<file path="src/rtl/rle_serial_tx.sv">
// rle_serial_tx: run-length encoder with an async-style serial framer.
// Ports: clock, reset_ (async, active low); dav_/rfd pixel handshake;
//   colore/endline pixel in; txd serial out (idles at 1); busy = frame out.
module rle_serial_tx #(
  parameter int CW           = 1,
  parameter int NW           = 7,
  parameter int PARITY       = 0,
  parameter int STOP_BITS    = 1,
  parameter int CLKS_PER_BIT = 1
) (
  input  logic          clock,
  input  logic          reset_,
  input  logic          dav_,
  input  logic [CW-1:0] colore,
  input  logic          endline,
  output logic          rfd,
  output logic          txd,
  output logic          busy
);

  localparam int PB  = (PARITY != 0) ? 1 : 0;
  localparam int FW  = 1 + CW + NW + PB + STOP_BITS;
  localparam int BCW = $clog2(FW + 1);
  localparam int TW  = (CLKS_PER_BIT > 1) ?
                       $clog2(CLKS_PER_BIT) : 1;

  localparam logic [TW-1:0]  T_RLD = TW'(CLKS_PER_BIT - 1);
  localparam logic [BCW-1:0] B_RLD = BCW'(FW);
  localparam logic [BCW-1:0] B_ONE = BCW'(1);
  // one below the saturated count
  localparam logic [NW-1:0]  N_PRE = {{(NW-1){1'b1}}, 1'b0};

  typedef enum logic [1:0] {
    IDLE,
    EVAL,
    SHIFT,
    WAIT_DAV
  } state_t;

  // frame image, LSB first on the line; upper bits are stop ones
  function automatic logic [FW-1:0] frame(
    input logic [CW-1:0] b,
    input logic [NW-1:0] n
  );
    logic [FW-1:0] f;
    f               = '1;
    f[0]            = 1'b0;
    f[CW:1]         = b;
    f[CW+NW:CW+1]   = n;
    if (PB != 0) begin
      f[CW+NW+1] = (PARITY == 2) ? ~^{b, n} : ^{b, n};
    end
    return f;
  endfunction

  state_t         state_q, state_d;
  logic [CW-1:0]  col_q, col_d;
  logic           eol_q, eol_d;
  logic [CW-1:0]  b_q, b_d;
  logic [NW-1:0]  n_q, n_d;
  logic [FW-1:0]  sr_q, sr_d;
  logic [BCW-1:0] bcnt_q, bcnt_d;
  logic [TW-1:0]  tmr_q, tmr_d;
  logic           pend_q, pend_d;
  logic           go;

  always_ff @(posedge clock or negedge reset_) begin
    if (!reset_) begin
      state_q <= IDLE;
      col_q   <= '0;
      eol_q   <= 1'b0;
      b_q     <= '0;
      n_q     <= '0;
      sr_q    <= '1;
      bcnt_q  <= '0;
      tmr_q   <= '0;
      pend_q  <= 1'b0;
    end else begin
      state_q <= state_d;
      col_q   <= col_d;
      eol_q   <= eol_d;
      b_q     <= b_d;
      n_q     <= n_d;
      sr_q    <= sr_d;
      bcnt_q  <= bcnt_d;
      tmr_q   <= tmr_d;
      pend_q  <= pend_d;
    end
  end

  always_comb begin
    state_d = state_q;
    col_d   = col_q;
    eol_d   = eol_q;
    b_d     = b_q;
    n_d     = n_q;
    sr_d    = sr_q;
    bcnt_d  = bcnt_q;
    tmr_d   = tmr_q;
    pend_d  = pend_q;
    go      = 1'b0;
    unique case (state_q)
      IDLE: begin
        if (!dav_) begin
          col_d   = colore;
          eol_d   = endline;
          state_d = EVAL;
        end
      end
      EVAL: begin
        state_d = WAIT_DAV;
        if (eol_q) begin
          // flush the open run first, EOL frame queued behind it
          go  = 1'b1;
          n_d = '0;
          b_d = '0;
          if (n_q != '0) begin
            sr_d   = frame(b_q, n_q);
            pend_d = 1'b1;
          end else begin
            sr_d = frame({CW{1'b0}}, {NW{1'b0}});
          end
        end else if (n_q == '0) begin
          b_d = col_q;
          n_d = NW'(1);
        end else if (col_q == b_q) begin
          if (n_q == N_PRE) begin
            go   = 1'b1;
            sr_d = frame(b_q, '1);
            n_d  = '0;
          end else begin
            n_d = n_q + 1'b1;
          end
        end else begin
          go   = 1'b1;
          sr_d = frame(b_q, n_q);
          b_d  = col_q;
          n_d  = NW'(1);
        end
        if (go) begin
          state_d = SHIFT;
          tmr_d   = T_RLD;
          bcnt_d  = B_RLD;
        end
      end
      SHIFT: begin
        if (tmr_q != '0) begin
          tmr_d = tmr_q - 1'b1;
        end else if (bcnt_q != B_ONE) begin
          sr_d   = {1'b1, sr_q[FW-1:1]};
          bcnt_d = bcnt_q - 1'b1;
          tmr_d  = T_RLD;
        end else if (pend_q) begin
          // back-to-back EOL frame, no idle bit
          sr_d   = frame({CW{1'b0}}, {NW{1'b0}});
          pend_d = 1'b0;
          bcnt_d = B_RLD;
          tmr_d  = T_RLD;
        end else begin
          sr_d    = '1;
          state_d = WAIT_DAV;
        end
      end
      WAIT_DAV: begin
        if (dav_) begin
          state_d = IDLE;
        end
      end
      default: begin
        state_d = IDLE;
      end
    endcase
  end

  assign rfd  = (state_q == IDLE);
  assign busy = (state_q == SHIFT);
  assign txd  = sr_q[0];

endmodule

</file>
<file path="config.mk">
export PLATFORM = sky130hd
export DESIGN_NAME = rle_serial_tx
export DESIGN_NICKNAME = d
export VERILOG_FILES = /design/src/rtl/rle_serial_tx.sv
export SDC_FILE = /design/constraint.sdc
export NUM_CORES = 1
export LEC_CHECK = 0
export ABC_AREA = 1
export CAP_MARGIN = 30
export CORE_AREA = 2 2 67 56
export CTS_BUF_LIST = sky130_fd_sc_hd__clkbuf_16
export DETAILED_ROUTE_END_ITERATION = 6
export DIE_AREA = 0 0 69 58
export PLACE_DENSITY = 0.67
export SYNTH_ARGS = -nofsm -noshare
export SYNTH_HDL_FRONTEND = slang
export SYNTH_SLANG_ARGS = --single-unit
</file>
<file path="constraint.sdc">
create_clock -name clock -period 1.4 [get_ports clock]
set_input_delay 0.21 -clock clock [delete_from_list [all_inputs] [get_ports clock]]
set_output_delay 0.21 -clock clock [all_outputs]
set_load 0.01 [all_outputs]
</file>
==> impl_metrics.tcl <==
set metrics [dict create \
    grt_pass1_vias 1531 \
    finalNonFillerCells 312 \
    cp_max_fo 3 \
    syn_inst 217 \
    overflow 0 \
    maxSlewViolCount 0 \
    slowest_delay_ps 400 \
    pin_count 8 \
    synth_top_area_frac 0.262 \
    cp-start-kind "flip-flop" \
    track_usage 0.226 \
    nNetsFinal 285 \
    postSynthAreaPerCell_um2 7.48 \
    setup_ws_ps -124 \
    grt_pass1_wl_um 7120 \
    worst_path_most_repeated_cell "buf_4" \
    setup_viol 22 \
    p_leak_nw 1.21 \
    multi_input_area_mm2 0.00105 \
    wl_per_cell_um 13.8 \
    total_power_mw 6.25 \
    timing.fmax_mhz 656 \
    peakVddDrop_uv 1800 \
    clock_latency_ps 270 \
    drive_gt1_frac 0.452 \
    worstPathCellList "inv_2, buf_6, buf_4, buf_4, buf_4, buf_4, buf_4, nand2_2, nand3_2, nand2_2, nand2_2, nand2_2" \
    ys_seq_elements 26 \
    globalplace.congestion 0.784 \
    num_vias 1606 \
    syn-num-nets 231 \
    cts_buffers 3 \
    antenna_found_initial 0 \
    place_hpwl_um 2690 \
    rsz0062_at_grt "true" \
    synth_top_area_cell "dfrtp_1" \
    initial_core_util 0.488 \
    cts_hold_buffers 0 \
    drc 0 \
    final_cell_mix "nand2_1, buf_4, nand2_2" \
    grt_max_degree 27 \
    numClockSinks 26 \
    place_inst 294 \
    drtAntennaViolNets 0 \
    critPathCaptureType "flip-flop" \
    antenna_cells 0 \
    min_period_over_period 1.09 \
    die_w_um 69 \
    die-area_mm2 0.00400 \
    maxSlewHeadroom 0.835 \
    hold_viol 0 \
    portBuffers 7 \
    via_per_inst 5.15 \
    seq_area_um2 662 \
    power_density_mw_per_mm2 2610 \
    worst_pin_slew_ps 244 \
    synth_area_leaders "dfrtp_1, nand2_1, dfstp_2" \
    core_area_mm2 0.00333 \
    cp.required_ps 1620 \
    finClkSkew_ps 7.19 \
    clockBufferDepth 2 \
    cts.clk_slew.worst_paths_ps 70 \
    slowest_stage "dfrtp_1" \
    cts_tree "built" \
    ys_types 28 \
    syn_area_mm2 0.00162 \
    cts_root_buf "clkbuf_16" \
    fp-row-count 19 \
    arrival_ps 1740 \
    drtIter0Drc 105 \
    drt_first_pass_iters 4 \
    min_path_type "primary input to async pin" \
    ys_seq_area_frac 0.408 \
    drv_cap 0 \
    nFillCells 251 \
    synth-warning-count 0 \
    fin_crit_ps 1520 \
    die_h_um 58 \
    run_status "complete, but fails checks" \
    wirelength_um 4300 \
    cts-htree-levels 1 \
    failed_checks "negative setup slack" \
    finalSetupTns_ps -1920 \
    critPathKind "flip-flop to flip-flop" \
    area_growth_pct 47.3 \
    utilization 0.719 \
    final_common_cell "nand2_1" \
]
[worst max-delay path: cells and delay by family, from the launching register on]
kind,cells,cell delay [ps]
flops,1,400
buf+inv,7,790
simple gates,5,280
[cell type report]
class,count,share of cell area
clock inverters,1,0.0126
inverters,21,0.0361
repair buffers,52,0.183
multi-input cells,167,0.438
clock buffers,3,0.0314
well taps,42,0.0220
flip-flops and latches,26,0.277
[metal layers]
metal | wire length [um] | GRT usage | vias to the layer above
met5 | 0 | 0 | -
met4 | 57 | 0.0532 | 0
met3 | 217 | 0.0452 | 7
met2 | 2180 | 0.396 | 42
met1 | 1840 | 0.295 | 762
li1 | - | - | 795
[cells by family after synthesis]
logic type	share of synthesized area
AO/OA/AOI/OAI	0.0740
XOR/XNOR	0.0324
adder cells (fa/ha/maj)	0.0693
buffers and inverters	0.0647
flip-flops	0.408
multiplexers	0.00693
AND/OR/NAND/NOR	0.345
[worst paths after layout]
kind                          from  endpoint  slack, ps  cells after the start
hold / removal              reset_    n_q[6]        290                      2
setup / recovery            n_q[1]   sr_q[3]       -120                     12
min in group clock         sr_q[2]   sr_q[2]        470                      2
max in group asynchronous   reset_   sr_q[2]        870                      2
hold reg to reg            sr_q[2]   sr_q[2]        470                      2
setup reg to reg            n_q[1]   sr_q[3]       -120                     12
[timing repair]
item                       in CTS  in global routing
gates resized for setup        40                 26
gates cloned                    1                  0
buffers inserted               11                  2
pin swaps                       8                  7
setup endpoints to repair      26                 28
[power by group]
group          internal [mW]  leakage, nW  switching, mW
clock                  0.570       0.0511          0.286
combinational           1.78        0.844           2.27
sequential              1.12        0.310          0.225
total                   3.47         1.21           2.78
[cell usage after synthesis, drive strengths merged]
cell type / count
nand2: 87
mux2: 1
inv: 21
ha: 9
a21oi: 3
o21ai: 18
nor3: 2
dfrtp: 17
or2: 2
nand3b: 1
xnor2: 1
nand4: 7
xor2: 5
buf: 4
o211ai: 1
dfstp: 9
nand3: 9
nor2: 20
[metrics by stage]
stage | hold slack [ps] | setup WS [ps] | area, um2
after CTS | 301 | -94.0 | 2310
after global placement | 455 | -50.2 | 1990
final | 289 | -124 | 2390
after detailed placement | 458 | -78.4 | 1990
after floorplan | -85.6 | -14.5 | 1650
after global routing | 307 | -194 | 2390
[flip-flops by register name, summed over array words and instances, names as in the netlist]
register  flops
sr_q          9
bcnt_q        4
b_q           1
pend_q        1
col_q         1
state_q       2
n_q           7
eol_q         1
Power figures use the tool's default switching activity.
